===== config.mk =====
export PLATFORM = sky130hd
export DESIGN_NAME = id_ex_pipeline_reg_flat
export DESIGN_NICKNAME = d
export VERILOG_FILES = /design/src/rtl/mips_pkg.sv /design/src/rtl/id_ex_pipeline_reg_if.sv /design/src/rtl/id_ex_pipeline_reg_load_use_detect.sv /design/src/rtl/id_ex_pipeline_reg.sv /design/src/flat_wrapper.sv
export SDC_FILE = /design/constraint.sdc
export NUM_CORES = 1
export LEC_CHECK = 0
export CAP_MARGIN = 20
export CORE_AREA = 2 2 123 125
export CTS_CLUSTER_DIAMETER = 200
export DETAILED_ROUTE_END_ITERATION = 10
export DIE_AREA = 0 0 125 127
export DONT_BUFFER_PORTS = 1
export GPL_TIMING_DRIVEN = 1
export PLACE_DENSITY = 0.48
export SLEW_MARGIN = 20
export SYNTH_ARGS = -nofsm -noshare
export SYNTH_HDL_FRONTEND = slang
export SYNTH_SLANG_ARGS = --single-unit

===== constraint.sdc =====
create_clock -name clk -period 4.22 [get_ports clk]
set_clock_uncertainty 0.2 [all_clocks]
set_input_delay 0.844 -clock clk [delete_from_list [all_inputs] [get_ports clk]]
set_output_delay 0.844 -clock clk [all_outputs]
set_load 0.05 [all_outputs]

===== src/rtl/mips_pkg.sv =====
// mips_pkg: shared control types and constants for the MIPS pipeline
package mips_pkg;
  typedef enum logic [3:0] {
    ALU_AND = 4'd0,
    ALU_OR  = 4'd1,
    ALU_ADD = 4'd2,
    ALU_SUB = 4'd6,
    ALU_SLT = 4'd7,
    ALU_NOR = 4'd12
  } alu_op_t;
  typedef struct packed {
    logic    reg_write;
    logic    mem_to_reg;
    logic    mem_read;
    logic    mem_write;
    logic    alu_src;
    logic    reg_dst;
    logic    branch;
    alu_op_t alu_op;
  } ctrl_t;
  typedef enum logic {RUN, STALL} hz_state_t;
  localparam ctrl_t CTRL_BUBBLE = '0;
endpackage


===== src/rtl/id_ex_pipeline_reg_if.sv =====
// id_ex_pipeline_reg_if: ID-side inputs, EX-side outputs and stall controls of the ID/EX register
interface id_ex_pipeline_reg_if import mips_pkg::*; #(parameter int XLEN = 32) ();
  logic            id_valid;
  logic [XLEN-1:0] id_pc_plus4;
  logic [XLEN-1:0] id_rdata1;
  logic [XLEN-1:0] id_rdata2;
  logic [XLEN-1:0] id_imm;
  logic [4:0]      id_rs;
  logic [4:0]      id_rt;
  logic [4:0]      id_rd;
  logic            id_uses_rt;
  ctrl_t           id_ctrl;
  logic            flush_ex;
  logic            ex_valid;
  logic [XLEN-1:0] ex_pc_plus4;
  logic [XLEN-1:0] ex_rdata1;
  logic [XLEN-1:0] ex_rdata2;
  logic [XLEN-1:0] ex_imm;
  logic [4:0]      ex_rs;
  logic [4:0]      ex_rt;
  logic [4:0]      ex_rd;
  ctrl_t           ex_ctrl;
  logic            stall_pc;
  logic            stall_ifid;
  modport master (
    output id_valid, id_pc_plus4, id_rdata1, id_rdata2, id_imm, id_rs, id_rt, id_rd,
           id_uses_rt, id_ctrl, flush_ex,
    input  ex_valid, ex_pc_plus4, ex_rdata1, ex_rdata2, ex_imm, ex_rs, ex_rt, ex_rd,
           ex_ctrl, stall_pc, stall_ifid
  );
  modport slave (
    input  id_valid, id_pc_plus4, id_rdata1, id_rdata2, id_imm, id_rs, id_rt, id_rd,
           id_uses_rt, id_ctrl, flush_ex,
    output ex_valid, ex_pc_plus4, ex_rdata1, ex_rdata2, ex_imm, ex_rs, ex_rt, ex_rd,
           ex_ctrl, stall_pc, stall_ifid
  );
endinterface


===== src/rtl/id_ex_pipeline_reg_load_use_detect.sv =====
// load_use_detect: flags an ID instruction that reads the destination of a load sitting in EX
module load_use_detect (
  input  logic       ex_valid,
  input  logic       ex_mem_read,
  input  logic [4:0] ex_rt,
  input  logic       id_valid,
  input  logic [4:0] id_rs,
  input  logic [4:0] id_rt,
  input  logic       id_uses_rt,
  output logic       hz
);
  assign hz = ex_valid & ex_mem_read & (ex_rt != 5'd0) & id_valid &
              ((ex_rt == id_rs) | (id_uses_rt & (ex_rt == id_rt)));
endmodule


===== src/rtl/id_ex_pipeline_reg.sv =====
// id_ex_pipeline_reg: ID->EX pipeline register with load-use stall FSM and branch flush
module id_ex_pipeline_reg import mips_pkg::*; #(
  parameter int STALL_CYCLES = 1,
  parameter int XLEN         = 32
) (
  input logic clk,
  input logic reset,
  id_ex_pipeline_reg_if.slave bus
);
  hz_state_t  state, state_n;
  logic [2:0] cnt, cnt_n;
  logic       hz, cap, keep;
  load_use_detect u_det (
    .ex_valid   (bus.ex_valid),
    .ex_mem_read(bus.ex_ctrl.mem_read),
    .ex_rt      (bus.ex_rt),
    .id_valid   (bus.id_valid),
    .id_rs      (bus.id_rs),
    .id_rt      (bus.id_rt),
    .id_uses_rt (bus.id_uses_rt),
    .hz         (hz)
  );
  always_comb begin
    state_n = state;
    cnt_n   = cnt;
    cap     = 1'b0;
    if (bus.flush_ex) begin
      state_n = RUN;
      cnt_n   = '0;
    end else if (state == STALL) begin
      cnt_n   = cnt - 3'd1;
      state_n = (cnt == 3'd1) ? RUN : STALL;
    end else if (hz) begin
      state_n = (STALL_CYCLES > 1) ? STALL : RUN;
      cnt_n   = (STALL_CYCLES > 1) ? 3'(STALL_CYCLES - 1) : '0;
    end else begin
      cap = 1'b1;
    end
  end
  // Anything other than a clean capture in RUN loads a bubble.
  assign keep           = cap & ~reset;
  assign bus.stall_pc   = ~reset & ~bus.flush_ex & ((state == STALL) | hz);
  assign bus.stall_ifid = bus.stall_pc;
  always_ff @(posedge clk) begin
    state           <= reset ? RUN : state_n;
    cnt             <= reset ? 3'd0 : cnt_n;
    bus.ex_valid    <= keep & bus.id_valid;
    bus.ex_ctrl     <= (keep & bus.id_valid) ? bus.id_ctrl : CTRL_BUBBLE;
    bus.ex_pc_plus4 <= keep ? bus.id_pc_plus4 : {XLEN{1'b0}};
    bus.ex_rdata1   <= keep ? bus.id_rdata1 : {XLEN{1'b0}};
    bus.ex_rdata2   <= keep ? bus.id_rdata2 : {XLEN{1'b0}};
    bus.ex_imm      <= keep ? bus.id_imm : {XLEN{1'b0}};
    bus.ex_rs       <= keep ? bus.id_rs : 5'd0;
    bus.ex_rt       <= keep ? bus.id_rt : 5'd0;
    bus.ex_rd       <= keep ? bus.id_rd : 5'd0;
  end
endmodule


===== src/flat_wrapper.sv =====
// flat-port wrapper written by rule: the top's interface ports become plain ports
module id_ex_pipeline_reg_flat import mips_pkg::*;
#(
  parameter int STALL_CYCLES = 1,
  parameter int XLEN         = 32
)
  (clk, reset, bus_id_valid, bus_id_pc_plus4, bus_id_rdata1, bus_id_rdata2, bus_id_imm, bus_id_rs, bus_id_rt, bus_id_rd, bus_id_uses_rt, bus_id_ctrl, bus_flush_ex, bus_ex_valid, bus_ex_pc_plus4, bus_ex_rdata1, bus_ex_rdata2, bus_ex_imm, bus_ex_rs, bus_ex_rt, bus_ex_rd, bus_ex_ctrl, bus_stall_pc, bus_stall_ifid);
  id_ex_pipeline_reg_if #(.XLEN(XLEN)) bus_i ();
  input logic clk;
  input logic reset;
  input wire logic [$bits(bus_i.id_valid)-1:0] bus_id_valid;
  input wire logic [$bits(bus_i.id_pc_plus4)-1:0] bus_id_pc_plus4;
  input wire logic [$bits(bus_i.id_rdata1)-1:0] bus_id_rdata1;
  input wire logic [$bits(bus_i.id_rdata2)-1:0] bus_id_rdata2;
  input wire logic [$bits(bus_i.id_imm)-1:0] bus_id_imm;
  input wire logic [$bits(bus_i.id_rs)-1:0] bus_id_rs;
  input wire logic [$bits(bus_i.id_rt)-1:0] bus_id_rt;
  input wire logic [$bits(bus_i.id_rd)-1:0] bus_id_rd;
  input wire logic [$bits(bus_i.id_uses_rt)-1:0] bus_id_uses_rt;
  input wire logic [$bits(bus_i.id_ctrl)-1:0] bus_id_ctrl;
  input wire logic [$bits(bus_i.flush_ex)-1:0] bus_flush_ex;
  output wire logic [$bits(bus_i.ex_valid)-1:0] bus_ex_valid;
  output wire logic [$bits(bus_i.ex_pc_plus4)-1:0] bus_ex_pc_plus4;
  output wire logic [$bits(bus_i.ex_rdata1)-1:0] bus_ex_rdata1;
  output wire logic [$bits(bus_i.ex_rdata2)-1:0] bus_ex_rdata2;
  output wire logic [$bits(bus_i.ex_imm)-1:0] bus_ex_imm;
  output wire logic [$bits(bus_i.ex_rs)-1:0] bus_ex_rs;
  output wire logic [$bits(bus_i.ex_rt)-1:0] bus_ex_rt;
  output wire logic [$bits(bus_i.ex_rd)-1:0] bus_ex_rd;
  output wire logic [$bits(bus_i.ex_ctrl)-1:0] bus_ex_ctrl;
  output wire logic [$bits(bus_i.stall_pc)-1:0] bus_stall_pc;
  output wire logic [$bits(bus_i.stall_ifid)-1:0] bus_stall_ifid;
  assign bus_i.id_valid = bus_id_valid;
  assign bus_i.id_pc_plus4 = bus_id_pc_plus4;
  assign bus_i.id_rdata1 = bus_id_rdata1;
  assign bus_i.id_rdata2 = bus_id_rdata2;
  assign bus_i.id_imm = bus_id_imm;
  assign bus_i.id_rs = bus_id_rs;
  assign bus_i.id_rt = bus_id_rt;
  assign bus_i.id_rd = bus_id_rd;
  assign bus_i.id_uses_rt = bus_id_uses_rt;
  assign bus_i.id_ctrl = bus_id_ctrl;
  assign bus_i.flush_ex = bus_flush_ex;
  assign bus_ex_valid = bus_i.ex_valid;
  assign bus_ex_pc_plus4 = bus_i.ex_pc_plus4;
  assign bus_ex_rdata1 = bus_i.ex_rdata1;
  assign bus_ex_rdata2 = bus_i.ex_rdata2;
  assign bus_ex_imm = bus_i.ex_imm;
  assign bus_ex_rs = bus_i.ex_rs;
  assign bus_ex_rt = bus_i.ex_rt;
  assign bus_ex_rd = bus_i.ex_rd;
  assign bus_ex_ctrl = bus_i.ex_ctrl;
  assign bus_stall_pc = bus_i.stall_pc;
  assign bus_stall_ifid = bus_i.stall_ifid;
  id_ex_pipeline_reg #(.STALL_CYCLES(STALL_CYCLES), .XLEN(XLEN)) u_core (.clk(clk), .reset(reset), .bus(bus_i));
endmodule

Word level (Yosys, flattened, before mapping)

Index checks and enable logic that the tools add are counted.

$add $sub $neg: 1
Reductions and logical operators: 4
Mux-type cells: 6
Equal/unequal tests: 3
Bitwise operators: 14

Operators with widths:

| cell                  | number |
|---|---|
| $eq A5 B5 Y1          | 2 |
| $and A1 B1 Y1         | 9 |
| $mux W3               | 2 |
| $reduce_bool A5 Y1    | 1 |
| $mux W1               | 4 |
| $eq A3 B1 Y1 const B  | 1 |
| $not A1 Y1            | 3 |
| $reduce_or A3 Y1      | 1 |
| $sub A3 B1 Y3 const B | 1 |
| $or A1 B1 Y1          | 2 |
| $reduce_bool A2 Y1    | 1 |
| $reduce_or A2 Y1      | 1 |

Flip-flop bits (word level): 159
Bits of input ports: 159

Longest topological paths before layout

Word-level depth: 9
Depth in mapped cells: 6
Mapped depth without buffers: 5

Modules after synthesis

Synthesis repeated with hierarchy kept, for this count alone.

Cells, all modules: 370
Area, all modules: 4543.1 um^2

By module, submodules not included:

| module             | cells an instance | times used | area each (um^2) |
|---|---|---|---|
| id_ex_pipeline_reg | 353               | 1          | 4413.0 |
| load_use_detect    | 17                | 1          | 130.1 |

Worst setup path before layout

No wires, ideal clock.

Path type: input port to output port
From: in bus_id_rs[4]
To: out bus_stall_pc
Stages: 6
Slack: 1111 ps
Arrival: 2065 ps
Path buffers: 2
Required time: 3176 ps
Cell sequence: xnor2_1 nand3_1 o22ai_2 buf_4 a31o_2 buf_4

Cells in the longest elaborated chain, start to end: 5

Ends and longest elaborated chain:

| what               | line                                     | text |
|---|---|---|
| start: declaration | flat_wrapper.sv:16                       | `input wire logic [$bits(bus_i.id_rs)-1:0] bus_id_rs;` |
| $eq A5 B5 Y1       | id_ex_pipeline_reg_load_use_detect.sv:13 | `((ex_rt == id_rs) \| (id_uses_rt & (ex_rt == id_rt)));` |
| $or A1 B1 Y1       | id_ex_pipeline_reg_load_use_detect.sv:13 |  |
| $and A1 B1 Y1      | id_ex_pipeline_reg_load_use_detect.sv:12 | `assign hz = ex_valid & ex_mem_read & (ex_rt != 5'd0) & id_valid &` |
| $or A1 B1 Y1       | id_ex_pipeline_reg.sv:42                 | `assign bus.stall_pc = ~reset & ~bus.flush_ex & ((state == STALL) \| hz);` |
| $and A1 B1 Y1      | id_ex_pipeline_reg.sv:42                 |  |
| end: declaration   | flat_wrapper.sv:31                       | `output wire logic [$bits(bus_i.stall_pc)-1:0] bus_stall_pc;` |

Every way passes these cells.

Final worst setup path

From: reg u_core.bus.ex_rt[4]
To: out bus_stall_ifid

Cells in the longest elaborated chain, start to end: 6

Ends and longest elaborated chain:

| what                                                      | line                                                                               | text |
|---|---|---|
| start: declaration                                        | id_ex_pipeline_reg_if.sv:34                                                        | `output ex_valid, ex_pc_plus4, ex_rdata1, ex_rdata2, ex_imm, ex_rs, ex_rt, ex_rd,` |
| start signal: assignment                                  | id_ex_pipeline_reg.sv:54                                                           | `bus.ex_rt <= keep ? bus.id_rt : 5'd0;` |
| $eq A5 B5 Y1 / $reduce_bool A5 Y1 (equally long branches) | id_ex_pipeline_reg_load_use_detect.sv:13, id_ex_pipeline_reg_load_use_detect.sv:12 |  |
| $and A1 B1 Y1 (on tied branches)                          | id_ex_pipeline_reg_load_use_detect.sv:13, id_ex_pipeline_reg_load_use_detect.sv:12 |  |
| $or A1 B1 Y1 / $and A1 B1 Y1 (equally long branches)      | id_ex_pipeline_reg_load_use_detect.sv:13, id_ex_pipeline_reg_load_use_detect.sv:12 |  |
| $and A1 B1 Y1 (*)                                         | id_ex_pipeline_reg_load_use_detect.sv:12                                           |  |
| $or A1 B1 Y1 (*)                                          | id_ex_pipeline_reg.sv:42                                                           |  |
| $and A1 B1 Y1 (*)                                         | id_ex_pipeline_reg.sv:42                                                           |  |
| end: declaration                                          | flat_wrapper.sv:32                                                                 | `output wire logic [$bits(bus_i.stall_ifid)-1:0] bus_stall_ifid;` |

Every way passes the cells marked *; elsewhere a longest branch is shown, timed or not.

==> metrics.yaml <==
floorplanning:
  die_height_um: 127
  dieArea_um2: 15880
  die_w_um: 125
  rows: 44
  core_um2: 14420
  io_pins: 316
  start_util_pct: 36.90
hold_path:
  min_path_type: "reg -> reg"
setup_path:
  r2r_cells: 5
  r2r_end: "u_core.bus.ex_imm[19]"
  r2r_setup_slack_ns: 1.11
  cp_slowest_cell: "dfxtp_1"
  cp.arrival_ns: 2.26
  crit_path_end_kind: "output port"
  path_class: "reg -> out"
  cp.depth: 5
  critPathMaxStageDelay_ns: 0.73
  crit_path_end: "bus_stall_ifid"
  r2r_start: "u_core.bus.ex_rt[4]"
  cpLargestDelayFamily: "flip-flops"
  crit_path_start_kind: "flip-flop"
  crit_chain: "xnor2_1 -> nand3_1 -> o22ai_4 -> a31o_2 -> buf_4"
  critical_path_required_ns: 3.18
  crit_buf_inv: 1
  crit_start: "u_core.bus.ex_rt[4]"
  critPathMaxFanout: 4
yosys:
  yosysTopAreaCellShare_pct: 59.80
  ys_async_sr_fraction_pct: 0
  synth_top_area_cell: "dfxtp_1"
  post-synth-top-count-cell: "dfxtp_1"
  synthDistinctLibCells: 28
  avgSynthCellArea_um2: 9.193
  ys_top_cells_by_count: "159 x dfxtp_1, 154 x a21oi_1, 148 x nand3_1, 37 x clkbuf_1, 26 x buf_2"
  yosysWarningCount: 0
  syn_area_um2: 5323
  synth-edff-count: 0
  synth_flop_cell: "dfxtp_1"
  synth_nets: 740
  seq_area_frac_synth_pct: 59.80
  ys_seq_elements: 159
  synth_area_leaders: "dfxtp_1 60%, a21oi_1 14%, nand3_1 14%"
  postSynthCellCount: 579
drt:
  ant_nets: 0
  firstDrtPassIters: 4
  vias: 4012
  wl_per_cell_um: 19.76
  wl_mm: 14.55
  drc: 0
  vias_per_cell: 5.451
  dr.first_iter.drc_count: 231
placement:
  port_buffers: 0
  dp_hpwl_mm: 9.394
  placed_cell_area_um2: 5363
  place_congestion: 0.7910
  dp_cells: 705
clock_network:
  cts_buffers: 17
  cts_root_buf: "clkbuf_16"
  clk_path_buf_depth: 2
  numClockSinks: 159
  cts_hold_buf: 0
  worstSkewPairLatency_ns: 0.41
  postCtsSetupBuffers: 0
  clk_pin_slew_worst_paths_ns: 0.06
  cts_max_level: 4
  tritoncts: "done"
  post_cts_resized: 0
sta:
  setup_tns_ns: 0
  worstMarginPinSlew_ns: 0.9500
  slew_viol_final: 0
  min_period_over_period_pct: 78.27
  min_period_ns: 3.303
  clock.fmax_mhz: 302.8
  rsz0062_at_grt: "no"
  finalSetupViolCount: 0
  hold_viol_final: 0
  slew_headroom_pct: 36.67
power:
  p_sw_share_pct: 26.28
  ir_drop_v: 0.0002624
  p_clk_share_pct: 43.9
  combPwrFrac_pct: 3.8
  power_switching_w: 0.0009009
  powerDensity_nw_per_um2: 576.7
  p_int_w: 0.002528
  seq_power_share_pct: 52.2
  p_leak_nw: 2.285
layout:
  fin_area_um2: 5946
  antenna_cells: 0
  areaGrowthSynthToFinish_pct: 11.71
  fin_nets: 701
  instances_no_fill: 736
  drive_gt1_share_pct: 8.333
grt:
  antenna_found_initial: 0
  first_global_vias: 3905
  overflow: 0
  grt_pass1_wl_mm: 21.80
  groute.usage.overall_pct: 17.59
  grt_start_max_net_pins: 159
status:
  status: "complete, no violations"
job:
  cap_violations: 0
[registers in the layout, indices dropped and copies added (netlist names), 3 cells and up]
signal / count
u_core.bus.ex_rd: 5
u_core.cnt: 3
u_core.bus.ex_imm: 32
u_core.bus.ex_rdata2: 32
u_core.bus.ex_rs: 5
u_core.bus.ex_pc_plus4: 32
u_core.bus.ex_ctrl: 11
u_core.bus.ex_rt: 5
u_core.bus.ex_rdata1: 32
[worst min-delay path by stage]
| stage | slack (ns) | start | cells after the start | endpoint |
|---|---|---|---|---|
| floorplan | 0.26 | u_core.cnt[1] | 2 | u_core.cnt[1] |
| global placement | 0.28 | u_core.cnt[1] | 2 | u_core.cnt[1] |
| detailed placement | 0.28 | u_core.cnt[1] | 2 | u_core.cnt[1] |
| CTS | 0.29 | u_core.cnt[1] | 2 | u_core.cnt[1] |
| global route | 0.32 | bus_id_ctrl[2] | 2 | u_core.bus.ex_ctrl[2] |
| finish | 0.30 | u_core.cnt[1] | 2 | u_core.cnt[1] |
[routing by layer]
layer | GRT usage (%) | vias up | part of all wire [%]
li1 | - | 1951 | -
met1 | 19.35 | 1810 | 38
met2 | 29.03 | 223 | 49
met3 | 8.543 | 28 | 11
met4 | 7.712 | 0 | 2.8
met5 | 0 | - | 0
[power by group through the flow]
stage	combinational, W	sequential, W	clock, W
after floorplan	0.000104	0.00182	0
after global placement	0.000127	0.00183	0
after detailed placement	0.000133	0.00183	0
after CTS	0.000133	0.00179	0.00155
after global routing	0.000148	0.00180	0.00161
final	0.000131	0.00179	0.00151
[area by class of cell]
cell class | instances | area (um2)
multi-input cells | 348 | 1841
flip-flops and latches | 159 | 3183
inverters | 3 | 13.76
clock inverters | 8 | 105.1
clock buffers | 23 | 478.0
repair buffers | 11 | 95.09
fillers | 1426 | 8478
well taps | 184 | 230.2
[logic make-up after synthesis]
| logic type | share of synthesized area, % |
|---|---|
| buf+inv | 6.041 |
| fa+ha+maj | 0.4701 |
| xor+xnor | 1.645 |
| compound gates | 16.17 |
| flops | 59.80 |
| simple gates | 15.87 |
[placed cells by master, fill, tap and decap left out, types with 3 or more instances in the layout]
cell type,instances
dfxtp_1,159
clkbuf_1,3
buf_4,10
xnor2_1,10
nand2_1,13
clkbuf_16,17
a21oi_1,154
clkbuf_8,3
nand3_1,148
[tightest hold or removal path, stage by stage (launching register included)]
cell and delay [ns]:
dfxtp_1 0.31, nand3_1 0.09, o21ai_1 0.06
[per-stage QoR]
step	util, %	hold slack [ns]	setup WS, ns	total power (W)
floorplan	-	0.2635	1.111	0.001922
global placement	37.18	0.2770	1.128	0.001955
detailed placement	37.18	0.2818	1.066	0.001959
CTS	41.22	0.2905	0.8717	0.003478
global route	41.22	0.3189	0.8404	0.003556
finish	41.22	0.2964	0.9171	0.003429
No activity file was read; power rests on OpenSTA's default activity.
